--- config.mk ---
export PLATFORM = sky130hd
export DESIGN_NAME = axis_spi_mc
export DESIGN_NICKNAME = d
export VERILOG_FILES = /design/src/rtl/axis_spi_mc.sv
export SDC_FILE = /design/constraint.sdc
export NUM_CORES = 1
export LEC_CHECK = 0
export BUFFER_PORTS_ARGS = -buffer_cell sky130_fd_sc_hd__buf_2
export CORE_MARGIN = 5
export CORE_UTILIZATION = 57
export DETAILED_ROUTE_END_ITERATION = 10
export HOLD_SLACK_MARGIN = 0.06
export PLACE_DENSITY = 0.88
export SKIP_CTS_REPAIR_TIMING = 1
export SLEW_MARGIN = 0
export SYNTH_ARGS = -nofsm -noshare
export SYNTH_HDL_FRONTEND = slang
export SYNTH_SLANG_ARGS = --single-unit
--- constraint.sdc ---
create_clock -name axis_clk -period 2.9 [get_ports axis_clk]
set_clock_uncertainty 0.15 [all_clocks]
set_input_delay 0.58 -clock axis_clk [delete_from_list [all_inputs] [get_ports axis_clk]]
set_output_delay 0.58 -clock axis_clk [all_outputs]
set_load 0.01 [all_outputs]
--- src/rtl/axis_spi_mc.sv ---
// -----------------------------------------------------------------------------
// axis_spi_mc
//
// Multi-target SPI master. Each command selects a chip select, a transfer
// length of 1..DATA_WIDTH bits, a CPOL/CPHA mode, a bit order and a clock
// divider. Received data is returned on a valid/ready response stream.
//
// Ports
//   axis_clk, axis_resetn    : clock, synchronous active-low reset
//   cfg_div                  : half-period select, H = cfg_div + 1 clocks
//   axis_wdata/wcs/wlen/wmode: command fields (data, target, L-1, mode)
//   axis_wvalid/axis_wready  : command handshake
//   axis_rdata/axis_rvalid/axis_rready : response handshake
//   spi_sclk/spi_mosi/spi_miso/spi_cs_n : SPI bus
//   busy                     : high from accept until the end of GAP
//   dbg_state                : current FSM state, for observation only
//
// Handshakes: a transfer happens on a rising clock edge where valid and ready
// are both high. A source holds valid and its payload stable until that edge;
// ready may be asserted without valid. axis_wready is registered and only
// asserted in IDLE when no unread response is pending, so a held response
// blocks the next command and no response is ever overwritten.
// -----------------------------------------------------------------------------
module axis_spi_mc #(
  parameter int DATA_WIDTH = 32,
  parameter int NUM_CS     = 4,
  parameter int CS_W       = 2,
  parameter int LEN_W      = 5,
  parameter int DIV_BITS   = 8
) (
  input  logic                  axis_clk,
  input  logic                  axis_resetn,
  input  logic [DIV_BITS-1:0]   cfg_div,
  input  logic [DATA_WIDTH-1:0] axis_wdata,
  input  logic [CS_W-1:0]       axis_wcs,
  input  logic [LEN_W-1:0]      axis_wlen,
  input  logic [2:0]            axis_wmode,
  input  logic                  axis_wvalid,
  output logic                  axis_wready,
  output logic [DATA_WIDTH-1:0] axis_rdata,
  output logic                  axis_rvalid,
  input  logic                  axis_rready,
  output logic                  spi_sclk,
  output logic                  spi_mosi,
  input  logic                  spi_miso,
  output logic [NUM_CS-1:0]     spi_cs_n,
  output logic                  busy,
  output logic [2:0]            dbg_state
);

  typedef enum logic [2:0] {
    S_IDLE  = 3'd0,
    S_SETUP = 3'd1,
    S_LEAD  = 3'd2,
    S_TRAIL = 3'd3,
    S_HOLD  = 3'd4,
    S_GAP   = 3'd5
  } state_t;

  state_t                r_state;
  logic [DIV_BITS-1:0]   r_cnt;
  logic [DIV_BITS-1:0]   r_div;
  logic [DATA_WIDTH-1:0] r_tx;
  logic [DATA_WIDTH-1:0] r_rx;
  logic [LEN_W-1:0]      r_len;
  logic                  r_cpol;
  logic                  r_cpha;
  logic                  r_lsb;
  logic [LEN_W-1:0]      r_tidx;   // index of the next TX bit to present
  logic [LEN_W-1:0]      r_ridx;   // index where the next RX bit lands
  logic [LEN_W-1:0]      r_bit;    // completed LEAD/TRAIL pairs
  logic [NUM_CS-1:0]     r_cs_n;
  logic                  r_sclk;
  logic                  r_mosi;
  logic                  r_wready;
  logic                  r_rvalid;
  logic [DATA_WIDTH-1:0] r_rdata;
  logic                  r_busy;

  logic                  w_tick;
  logic                  w_accept;
  logic                  w_rvalid_nxt;
  logic                  w_last;
  logic [NUM_CS-1:0]     w_cs_sel;
  logic [LEN_W-1:0]      w_first_idx;
  logic [LEN_W-1:0]      w_first_next;
  logic [LEN_W-1:0]      w_tnext;
  logic [LEN_W-1:0]      w_rnext;

  always_comb begin
    w_tick       = (r_cnt == '0);
    w_accept     = (r_state == S_IDLE) && axis_wvalid && r_wready;
    // Response valid as it will be after this edge; wready is registered, so
    // it has to look one edge ahead.
    w_rvalid_nxt = (r_rvalid && !axis_rready) || ((r_state == S_HOLD) && w_tick);
    w_last       = (r_bit == r_len);
    // Out-of-range target index leaves every chip select deasserted.
    w_cs_sel     = '1;
    for (int i = 0; i < NUM_CS; i++) begin
      w_cs_sel[i] = !(axis_wcs == CS_W'(i));
    end
    w_first_idx  = axis_wmode[2] ? '0 : axis_wlen;
    w_first_next = axis_wmode[2] ? LEN_W'(1) : axis_wlen - LEN_W'(1);
    w_tnext      = r_lsb ? r_tidx + LEN_W'(1) : r_tidx - LEN_W'(1);
    w_rnext      = r_lsb ? r_ridx + LEN_W'(1) : r_ridx - LEN_W'(1);
  end

  always_ff @(posedge axis_clk) begin
    if (!axis_resetn) begin
      r_state  <= S_IDLE;
      r_cnt    <= '0;
      r_div    <= '0;
      r_tx     <= '0;
      r_rx     <= '0;
      r_len    <= '0;
      r_cpol   <= 1'b0;
      r_cpha   <= 1'b0;
      r_lsb    <= 1'b0;
      r_tidx   <= '0;
      r_ridx   <= '0;
      r_bit    <= '0;
      r_cs_n   <= '1;
      r_sclk   <= 1'b0;
      r_mosi   <= 1'b0;
      r_wready <= 1'b0;
      r_rvalid <= 1'b0;
      r_rdata  <= '0;
      r_busy   <= 1'b0;
    end else begin
      if (r_rvalid && axis_rready) begin
        r_rvalid <= 1'b0;
      end

      // Half-period divider: reloaded on every state entry, so each non-IDLE
      // state lasts exactly r_div+1 cycles.
      if (r_state != S_IDLE) begin
        r_cnt <= w_tick ? r_div : r_cnt - 1'b1;
      end

      case (r_state)
        S_IDLE: begin
          r_wready <= !w_accept && !w_rvalid_nxt;
          if (w_accept) begin
            r_state <= S_SETUP;
            r_cnt   <= cfg_div;
            r_div   <= cfg_div;
            r_tx    <= axis_wdata;
            r_rx    <= '0;
            r_len   <= axis_wlen;
            r_cpol  <= axis_wmode[0];
            r_cpha  <= axis_wmode[1];
            r_lsb   <= axis_wmode[2];
            r_bit   <= '0;
            r_ridx  <= w_first_idx;
            r_cs_n  <= w_cs_sel;
            r_sclk  <= axis_wmode[0];
            r_busy  <= 1'b1;
            if (!axis_wmode[1]) begin
              // CPHA=0: first bit must be on the wire before the first edge.
              r_mosi <= axis_wdata[w_first_idx];
              r_tidx <= w_first_next;
            end else begin
              r_mosi <= 1'b0;
              r_tidx <= w_first_idx;
            end
          end
        end

        S_SETUP: begin
          if (w_tick) begin
            r_state <= S_LEAD;
            r_sclk  <= !r_cpol;
            if (!r_cpha) begin
              r_rx[r_ridx] <= spi_miso;
              r_ridx       <= w_rnext;
            end else begin
              r_mosi <= r_tx[r_tidx];
              r_tidx <= w_tnext;
            end
          end
        end

        S_LEAD: begin
          if (w_tick) begin
            r_state <= S_TRAIL;
            r_sclk  <= r_cpol;
            if (r_cpha) begin
              r_rx[r_ridx] <= spi_miso;
              r_ridx       <= w_rnext;
            end else if (!w_last) begin
              // Last bit stays on MOSI through HOLD.
              r_mosi <= r_tx[r_tidx];
              r_tidx <= w_tnext;
            end
          end
        end

        S_TRAIL: begin
          if (w_tick) begin
            if (w_last) begin
              r_state <= S_HOLD;
            end else begin
              r_state <= S_LEAD;
              r_bit   <= r_bit + 1'b1;
              r_sclk  <= !r_cpol;
              if (!r_cpha) begin
                r_rx[r_ridx] <= spi_miso;
                r_ridx       <= w_rnext;
              end else begin
                r_mosi <= r_tx[r_tidx];
                r_tidx <= w_tnext;
              end
            end
          end
        end

        S_HOLD: begin
          if (w_tick) begin
            r_state  <= S_GAP;
            r_cs_n   <= '1;
            r_rdata  <= r_rx;
            r_rvalid <= 1'b1;
            r_mosi   <= 1'b0;
          end
        end

        S_GAP: begin
          if (w_tick) begin
            r_state  <= S_IDLE;
            r_busy   <= 1'b0;
            r_wready <= !w_rvalid_nxt;
          end
        end

        default: begin
          r_state <= S_IDLE;
        end
      endcase
    end
  end

  assign axis_wready = r_wready;
  assign axis_rvalid = r_rvalid;
  assign axis_rdata  = r_rdata;
  assign spi_sclk    = r_sclk;
  assign spi_mosi    = r_mosi;
  assign spi_cs_n    = r_cs_n;
  assign busy        = r_busy;
  assign dbg_state   = r_state;

endmodule
Word-level counts from Yosys, hierarchy flattened
Index checks and enable logic that the tools add are counted.
Cells by class
  add/subtract/negate cells: 7
  $lt $le $gt $ge: 4
  equality and inequality tests: 19
  multiplexer cells: 80
  reduce and logical (&&, ||, !) cells: 36
Operators by type and width (number)
  $mux 32: 7
  $pmux 32 s4: 1
  $mux 5: 23
  $pmux 5 s4: 2
  $bwmux 32: 1
  $mux 8: 4
  $mux 1: 23
  $mux 3: 7
  $ne 2x2->1 const B: 10
  $lt 5x6->1 const B: 3
  $pmux 3 s6: 1
  $add 5x1->5 const B: 3
  $sub 5x1->5 const B: 3
  $reduce_and 6->1: 2
  $bmux 1 s5: 2
  $pmux 5 s2: 1
  $reduce_and 9->1: 1
  $logic_not 1->1: 8
  $logic_not 8->1: 1
  $mux 4: 2
  $pmux 4 s2: 1
  $reduce_and 8->1: 1
  $sub 8x1->8 const B: 1
  $logic_and 1x1->1: 7
  other kinds (22): 31
Storage, ports and cells
  register bits after elaboration: 147
  output and inout bits: 44
  word-level logic and storage cells: 165

Depth between registers and ports, before layout
Gate-level depths: netlist of the first run.
  depth after elaboration: 9
  gate-level depth with buffers: 9

Least setup slack after synthesis of the first run
No wires, ideal clock.
  kind: flip-flop to flip-flop
  start point: register r_cnt[0]
  end point: register r_rx[11]
  data arrival time: 2.247 ns
  required time: 2.618 ns
  path slack: 0.371 ns
  cell stages (with the launch flop): 10
  path through: dfxtp_1 inv_1 ha_1 or4b_4 nor4_4 o22ai_2 nor3_4 buf_2 nand4_1 mux2i_1
Between the ends
  longest elaborated chain between the ends: 3
  elaborated cells between the ends (all ways): 5
  those cells by class: eq/ne (3); reduce/logical (2)
RTL lines
  start: declaration: line 61  | logic [DIV_BITS-1:0] r_cnt;
  start signal: assignment: line 137  | r_cnt <= w_tick ? r_div : r_cnt - 1'b1;
  start signal: assignment: line 145  | r_cnt <= cfg_div;
  $logic_not 8->1 *: line 91  | w_tick = (r_cnt == '0);
  $ne 2x2->1 (no source line)
  $reduce_and 7->1 (no source line) *
  end signal: indexed assignment: line 174  | r_rx[r_ridx] <= spi_miso;
  end signal: indexed assignment: line 188  | r_rx[r_ridx] <= spi_miso;
  end signal: indexed assignment: line 207  | r_rx[r_ridx] <= spi_miso;
  end: declaration: line 64  | logic [DATA_WIDTH-1:0] r_rx;
Mark *: on every way between the ends. The rest lies on a longest branch, timed or not.
A chain may end at the register's enable or synchronous reset.

Worst setup path after layout of the first run
  start point: register r_cnt[0]
  end point: register r_ridx[0]
Between the ends
  longest elaborated chain between the ends: 3
  elaborated cells between the ends (all ways): 5
  those cells by class: eq/ne (3); reduce/logical (2)
RTL lines
  $logic_not 8->1 *: line 91
  $ne 2x2->1 (no source line)
  $reduce_and 7->1 (no source line) *
  end signal: assignment: line 154  | r_ridx <= w_first_idx;
  end signal: assignment: line 175  | r_ridx <= w_rnext;
  end signal: assignment: line 189  | r_ridx <= w_rnext;
  end: declaration: line 70  | logic [LEN_W-1:0] r_ridx;
Marked as above.

==> results.py, run 1 <==
metrics = {
    "final_layout": {
        "drive_gt1_share_pct": 18.21,
        "antenna_cells": 0,
        "fin_util_pct": 68.38,
        "final_nets": 1003,
        "area.growth.synth_to_final_pct": 17.48,
    },
    "clock_tree": {
        "clockBufferDepth": 2,
        "cts_root_buf": "clkbuf_16",
        "insertion_delay_ns": 0.43,
        "htreeDepth": 4,
        "cts_made_buffers": 17,
        "cts_tree": "yes",
        "clock_sinks": 147,
        "clkTransAtPathRegs_ns": 0.06,
    },
    "floorplanning": {
        "die_h_um": 121.0,
        "std_cell_rows": 40,
        "io_pins": 99,
        "die_x_um": 121.0,
        "die_area_sq_um": 14640,
        "initial_core_util_pct": 58.21,
        "coreArea_sq_um": 12060,
    },
    "detailed_routing": {
        "ant_nets": 0,
        "vias": 6603,
        "drc_errors": 0,
        "initialDrtViolationCount": 579,
        "avgViaCountPerCell": 5.906,
        "drt_pre_antenna_iters": 6,
        "wl_mm": 18.07,
        "wire_per_inst_um": 16.17,
    },
    "synthesis": {
        "ys.flop_type": "dfxtp_1",
        "syn_area_per_cell_sq_um": 8.135,
        "synth_compound_gate_area_share_pct": 16.47,
        "synth_cell_types": 58,
        "synth.top_cells.by_area": "dfxtp_1, nand2_1, a21oi_1",
        "synth_top_area_cell": "dfxtp_1",
        "synth_xor_area_share_pct": 2.620,
        "synthMuxAreaShare_pct": 10.19,
        "synth_top_family_by_area": "simple AND/OR/NAND/NOR gates",
        "netlist_area_sq_um": 7020,
        "yosysWarnings": 0,
        "synthTopCellsByCount": "nand2_1, dfxtp_1, a21oi_1",
        "synthCells": 863,
        "synth_fa_ha_area_share_pct": 2.174,
        "yosysMostFrequentCell": "nand2_1",
        "synth_edf_count": 0,
        "async_flop_share_pct": 0,
        "seq_area_frac_synth_pct": 41.92,
        "synth_seq_cells": 147,
        "synthSimpleGateAreaFrac_pct": 22.26,
        "netlist.area_leader.share_pct": 41.92,
        "synthesis.nets": 929,
    },
    "job": {
        "drv_cap": 0,
    },
    "timing": {
        "setup_violations": 0,
        "setup_tns_ns": 0,
        "tightest_slew_ns": 1.053,
        "min_period_ns": 2.788,
        "finalHoldViolations": 0,
        "max_freq_mhz": 358.6,
        "slew_violations": 0,
        "rsz0062_at_grt": "no",
        "period_share_pct": 96.15,
        "maxSlewHeadroom_pct": 29.77,
    },
    "setup_path": {
        "worstSetupStartpointType": "flop",
        "cp_max_fo": 42,
        "critPathKind": "reg -> reg",
        "path_cells": "inv_1 > ha_1 > or4b_4 > nor4_4 > o22ai_2 > nor3_4 > buf_12 > o21ai_1 > a221oi_1",
        "crit_required_ns": 3.07,
        "crit_arrival_ns": 2.96,
        "cp_top_family": "simple AND/OR/NAND/NOR gates",
        "critPathBufInv": 2,
        "endpoint_kind": "flop",
        "slowest_stage": "or4b_4",
        "slowest_delay_ns": 0.53,
    },
    "placed_design": {
        "globalplace.congestion": 0.8465,
        "dp_hpwl_mm": 11.55,
        "port_buffers": 98,
    },
    "run_status": {
        "status": "completed",
    },
    "power": {
        "swShare_pct": 35.94,
        "power_density_nw_per_um2": 873.6,
        "p_switching_mw": 2.590,
        "clkPwrFrac_pct": 31.2,
        "pwr-share-seq_pct": 35.8,
        "ir_drop_v": 0.0004918,
        "internal-power_mw": 4.616,
        "p_leak_nw": 3.348,
        "p_comb_share_pct": 33.0,
    },
    "hold_path": {
        "hold_class": "in -> reg",
    },
    "global_routing": {
        "grt.total_usage_pct": 24.94,
        "grt_max_degree": 101,
        "grt_pass1_wl_mm": 29.68,
        "grt.overflow.total": 0,
        "antenna_found_initial": 1,
        "grt_pass1_vias": 6130,
    },
}
## path summary, 6_finish.rpt
path               endpoint  cells past startpoint           start  slack (ns)
max               r_ridx[0]                      9        r_cnt[0]        0.11
min             spi_cs_n[2]                      2     axis_wcs[1]        0.23
max reg2reg       r_ridx[0]                      9        r_cnt[0]        0.11
min reg2reg  axis_rdata[22]                      2  axis_rdata[22]        0.30
## power groups by stage
stage | Combinational (mW) | Sequential [mW] | Clock [mW]
floorplan | 1.84 | 2.47 | 0
detailed placement | 2.32 | 2.60 | 0
finish | 2.38 | 2.58 | 2.25
global route | 2.62 | 2.61 | 2.36
global placement | 2.28 | 2.59 | 0
CTS | 2.35 | 2.56 | 2.27
## placed cells by master (no fill, tap or decap), types with 3 or more instances in the layout
cell,instances
a21o_1,5
clkinvlp_4,3
o221ai_1,4
mux4_2,11
nor3b_1,4
clkbuf_8,3
nor3_1,17
xor2_1,4
clkbuf_1,3
a21oi_1,107
a221oi_1,6
buf_4,16
a31oi_1,5
o21ai_0,19
nand4_1,9
dfxtp_1,147
bufinv_16,3
ha_1,9
mux2i_1,40
nand2b_1,7
inv_1,18
buf_2,98
o211a_1,5
and3_1,3
nand2_1,228
nor2b_1,4
nand3_1,32
nor2_1,40
xnor2_1,17
a211oi_1,5
o22ai_1,4
clkinv_2,3
o311ai_0,3
mux2_2,6
clkbuf_16,17
a311oi_1,4
## layout make-up
cell class,count,area (sq um)
Inverter,20,75.07
Tap cell,168,210.2
Fill cell,943,3814
Sequential cell,147,2943
Multi-Input combinational cell,636,3784
Clock buffer,23,478.0
Clock inverter,9,127.6
Timing Repair Buffer,115,630.6
## cell families after synthesis
family / count (synthesis)
and+or+nand+nor: 360
AOI/OAI and AO/OA: 187
DFF: 147
buffers and inverters: 80
muxes: 57
xor gates and xnor gates: 21
adders and majority gates: 11
## registers in the layout, indices dropped and copies added, names as in the netlist
register,flops
r_bit,5
r_cpol,1
r_div,8
r_tx,32
r_cnt,8
r_len,5
r_lsb,1
axis_wready,1
spi_mosi,1
axis_rdata,32
r_cpha,1
spi_sclk,1
r_rx,32
busy,1
r_ridx,5
spi_cs_n,4
axis_rvalid,1
r_tidx,5
dbg_state,3
## layer usage
layer	GRT usage (%)	wire length (um)	share of wire (%)	up-vias
li1	-	-	-	3154
met1	31.25	7377	41	3082
met2	40.47	8668	48	302
met3	6.340	1353	7.5	63
met4	11.19	661	3.7	2
met5	0	13	0.072	-
## per-stage QoR
step | worst slack, ns | power, mW | hold slack [ns] | cells | instance area, sq um
2_1_floorplan | 0.3707 | 4.303 | 0.2821 | 863 | 7020
3_3_place_gp | 0.2544 | 4.870 | 0.2897 | 1086 | 7642
3_5_place_dp | 0.2075 | 4.921 | 0.2946 | 1086 | 7642
4_1_cts | 0.1623 | 7.183 | 0.2122 | 1118 | 8248
5_1_grt | 0.004086 | 7.583 | 0.2219 | 1118 | 8248
6_report | 0.1118 | 7.206 | 0.2287 | 1118 | 8248
(Power assumes the default switching activity.)
==> inputs of run 2 (changes only) <==
--- a/config.mk
+++ b/config.mk
@@ -11,6 +11,7 @@
 export DETAILED_ROUTE_END_ITERATION = 10
 export HOLD_SLACK_MARGIN = 0.06
 export PLACE_DENSITY = 0.88
+export REMOVE_ABC_BUFFERS = 1
 export SKIP_CTS_REPAIR_TIMING = 1
 export SLEW_MARGIN = 0
 export SYNTH_ARGS = -nofsm -noshare
==> run 2 against run 1 <==
  * The run now ends with setup timing left
  * Total power rose by 5.5%
  * Flip-flop and latch count did not move
  * Worst hold slack improved by 0.0081 ns
  * Wire length grew 1.8%
  * Final cell count increased by 0.98%
  * Largest cell class unchanged
==> results.py, run 2 (synthesis gave the netlist of run 1 again) <==
metrics = {
    "final_layout": {
        "final_common_cell": "nand2_1",
        "final_nets": 1014,
        "mostFrequentLayoutCells": "nand2_1, dfxtp_1, a21oi_1, buf_2",
        "nFillCells": 936,
        "antenna_cells": 0,
        "area.growth.synth_to_final_pct": 20.26,
        "drive_gt1_share_pct": 19.67,
        "finalNonFillerCells": 1129,
    },
    "detailed_routing": {
        "initialDrtViolationCount": 619,
        "wl_met1_mm": 7.782,
        "drc_errors": 0,
        "wire_per_inst_um": 16.30,
        "routed.top_layer": "met4",
        "wl_met2_mm": 8.966,
        "avgViaCountPerCell": 5.857,
        "ant_nets": 0,
        "wl_mm": 18.41,
        "route.met3.wl_mm": 1.307,
        "vias": 6613,
        "drt_pre_antenna_iters": 7,
    },
    "placed_design": {
        "numPlacedInstances": 1092,
        "dp_slack_ns": 0.1009,
        "dp_hpwl_mm": 11.65,
        "port_buffers": 98,
        "globalplace.congestion": 0.8758,
    },
    "clock_tree": {
        "cts_root_buf": "clkbuf_16",
        "cts_made_buffers": 17,
        "clockBufferDepth": 2,
        "clock_sinks": 147,
        "insertion_delay_ns": 0.42,
        "clkTransAtPathRegs_ns": 0.06,
        "htreeDepth": 4,
        "cts_tree": "yes",
    },
    "floorplanning": {
        "io_pins": 99,
        "initial_core_util_pct": 58.21,
        "coreArea_sq_um": 12060,
        "die_h_um": 121.0,
        "die_x_um": 121.0,
        "std_cell_rows": 40,
        "die_area_sq_um": 14640,
    },
    "timing": {
        "min_period_ns": 2.914,
        "setup_tns_ns": -0.01355,
        "maxSlewHeadroom_pct": 44.37,
        "setup_violations": 1,
        "whs_ns": 0.2368,
        "period_share_pct": 100.5,
        "layout_setup_ws_ns": -0.01355,
        "rsz0062_at_grt": "yes",
        "slew_violations": 0,
        "max_freq_mhz": 343.2,
        "finalHoldViolations": 0,
        "tightest_slew_ns": 0.8281,
    },
    "hold_path": {
        "hold_class": "in -> reg",
    },
    "setup_path": {
        "cp_max_fo": 21,
        "critPathKind": "reg -> reg",
        "cp_top_family": "simple AND/OR/NAND/NOR gates",
        "endpoint_kind": "flop",
        "crit_arrival_ns": 3.09,
        "regToRegSetupSlack_ns": -0.01,
        "crit_required_ns": 3.07,
        "critPathBufInv": 2,
        "path_cells": "inv_1 > ha_1 > or4b_4 > nor4_4 > o22ai_4 > nor3_4 > clkbuf_16 > nand3_1 > mux2i_1",
        "worstSetupStartpointType": "flop",
        "slowest_delay_ns": 0.53,
        "slowest_stage": "or4b_4",
    },
    "power": {
        "ir_drop_v": 0.0006612,
        "swShare_pct": 35.87,
        "clkPwrFrac_pct": 31.4,
        "power_density_nw_per_um2": 900.2,
        "pwr-share-seq_pct": 33.2,
        "internal-power_mw": 4.874,
        "p_leak_nw": 3.444,
        "power.total_mw": 7.600,
        "p_comb_share_pct": 35.3,
        "p_switching_mw": 2.726,
    },
    "job": {
        "drv_cap": 0,
    },
    "global_routing": {
        "grt.overflow.total": 0,
        "grt_pass1_vias": 6453,
        "grt_max_degree": 101,
        "grt.total_usage_pct": 24.99,
        "grt_pass1_wl_mm": 30.12,
        "antenna_found_initial": 0,
    },
    "run_status": {
        "status": "finished with violations",
        "violations": "setup timing",
    },
}
-- run 2: cell count changes in the layout (fill, tap and decap cells not counted), moves of 2 or more --
cell and delta:
clkbuf_1 -2, clkbuf_8 -3, bufinv_16 +2, buf_4 +7, buf_12 +3, clkinv_4 +3
-- run 2: worst reg2reg max path, cell delays in order (launching register included) --
cell and delay, ns:
dfxtp_1 0.33, inv_1 0.08, ha_1 0.22, or4b_4 0.53
nor4_4 0.37, o22ai_4 0.19, nor3_4 0.28, clkbuf_16 0.25
nand3_1 0.14, mux2i_1 0.28
-- run 2: stage by stage --
| stage | instance area [sq um] | utilization, % |
|---|---|---|
| 2_1_floorplan | 6789 | - |
| 3_3_place_gp | 7712 | 63.94 |
| 3_5_place_dp | 7712 | 63.94 |
| 4_1_cts | 8353 | 69.25 |
| 5_1_grt | 8443 | 70.00 |
| 6_report | 8443 | 70.00 |
-- run 2: cell type report --
| class | instances | area, sq um | share of cell area, % |
|---|---|---|---|
| clock inverter | 14 | 211.5 | 2.504 |
| timing repair buffer | 126 | 768.2 | 9.099 |
| sequential | 147 | 2943 | 34.85 |
| multi-input combinational | 636 | 3806 | 45.08 |
| tap | 168 | 210.2 | 2.490 |
| clock buffer | 18 | 429.2 | 5.083 |
| inverter | 20 | 75.07 | 0.8892 |
-- run 2: power groups by stage --
stage                     Sequential [mW]  Combinational (mW)  Clock, mW
after detailed placement             2.56                2.43          0
after CTS                            2.51                2.46       2.39
final                                2.53                2.68       2.39
after global routing                 2.56                2.94       2.48
after global placement               2.55                2.36          0
after floorplan                      2.56                1.62          0
-- run 2: path summary, 6_finish.rpt --
check,start,endpoint,depth (start not counted)
max,r_cnt[0],r_rx[1],9
min,axis_wcs[1],spi_cs_n[3],2
min reg2reg,r_rx[13],axis_rdata[13],2
max reg2reg,r_cnt[0],r_rx[1],9
-- run 2: routing by layer --
metal,vias to the layer above,global-route usage (%)
li1,3162,-
met1,3147,31.15
met2,264,41.44
met3,40,6.387
met4,0,9.703
met5,-,0
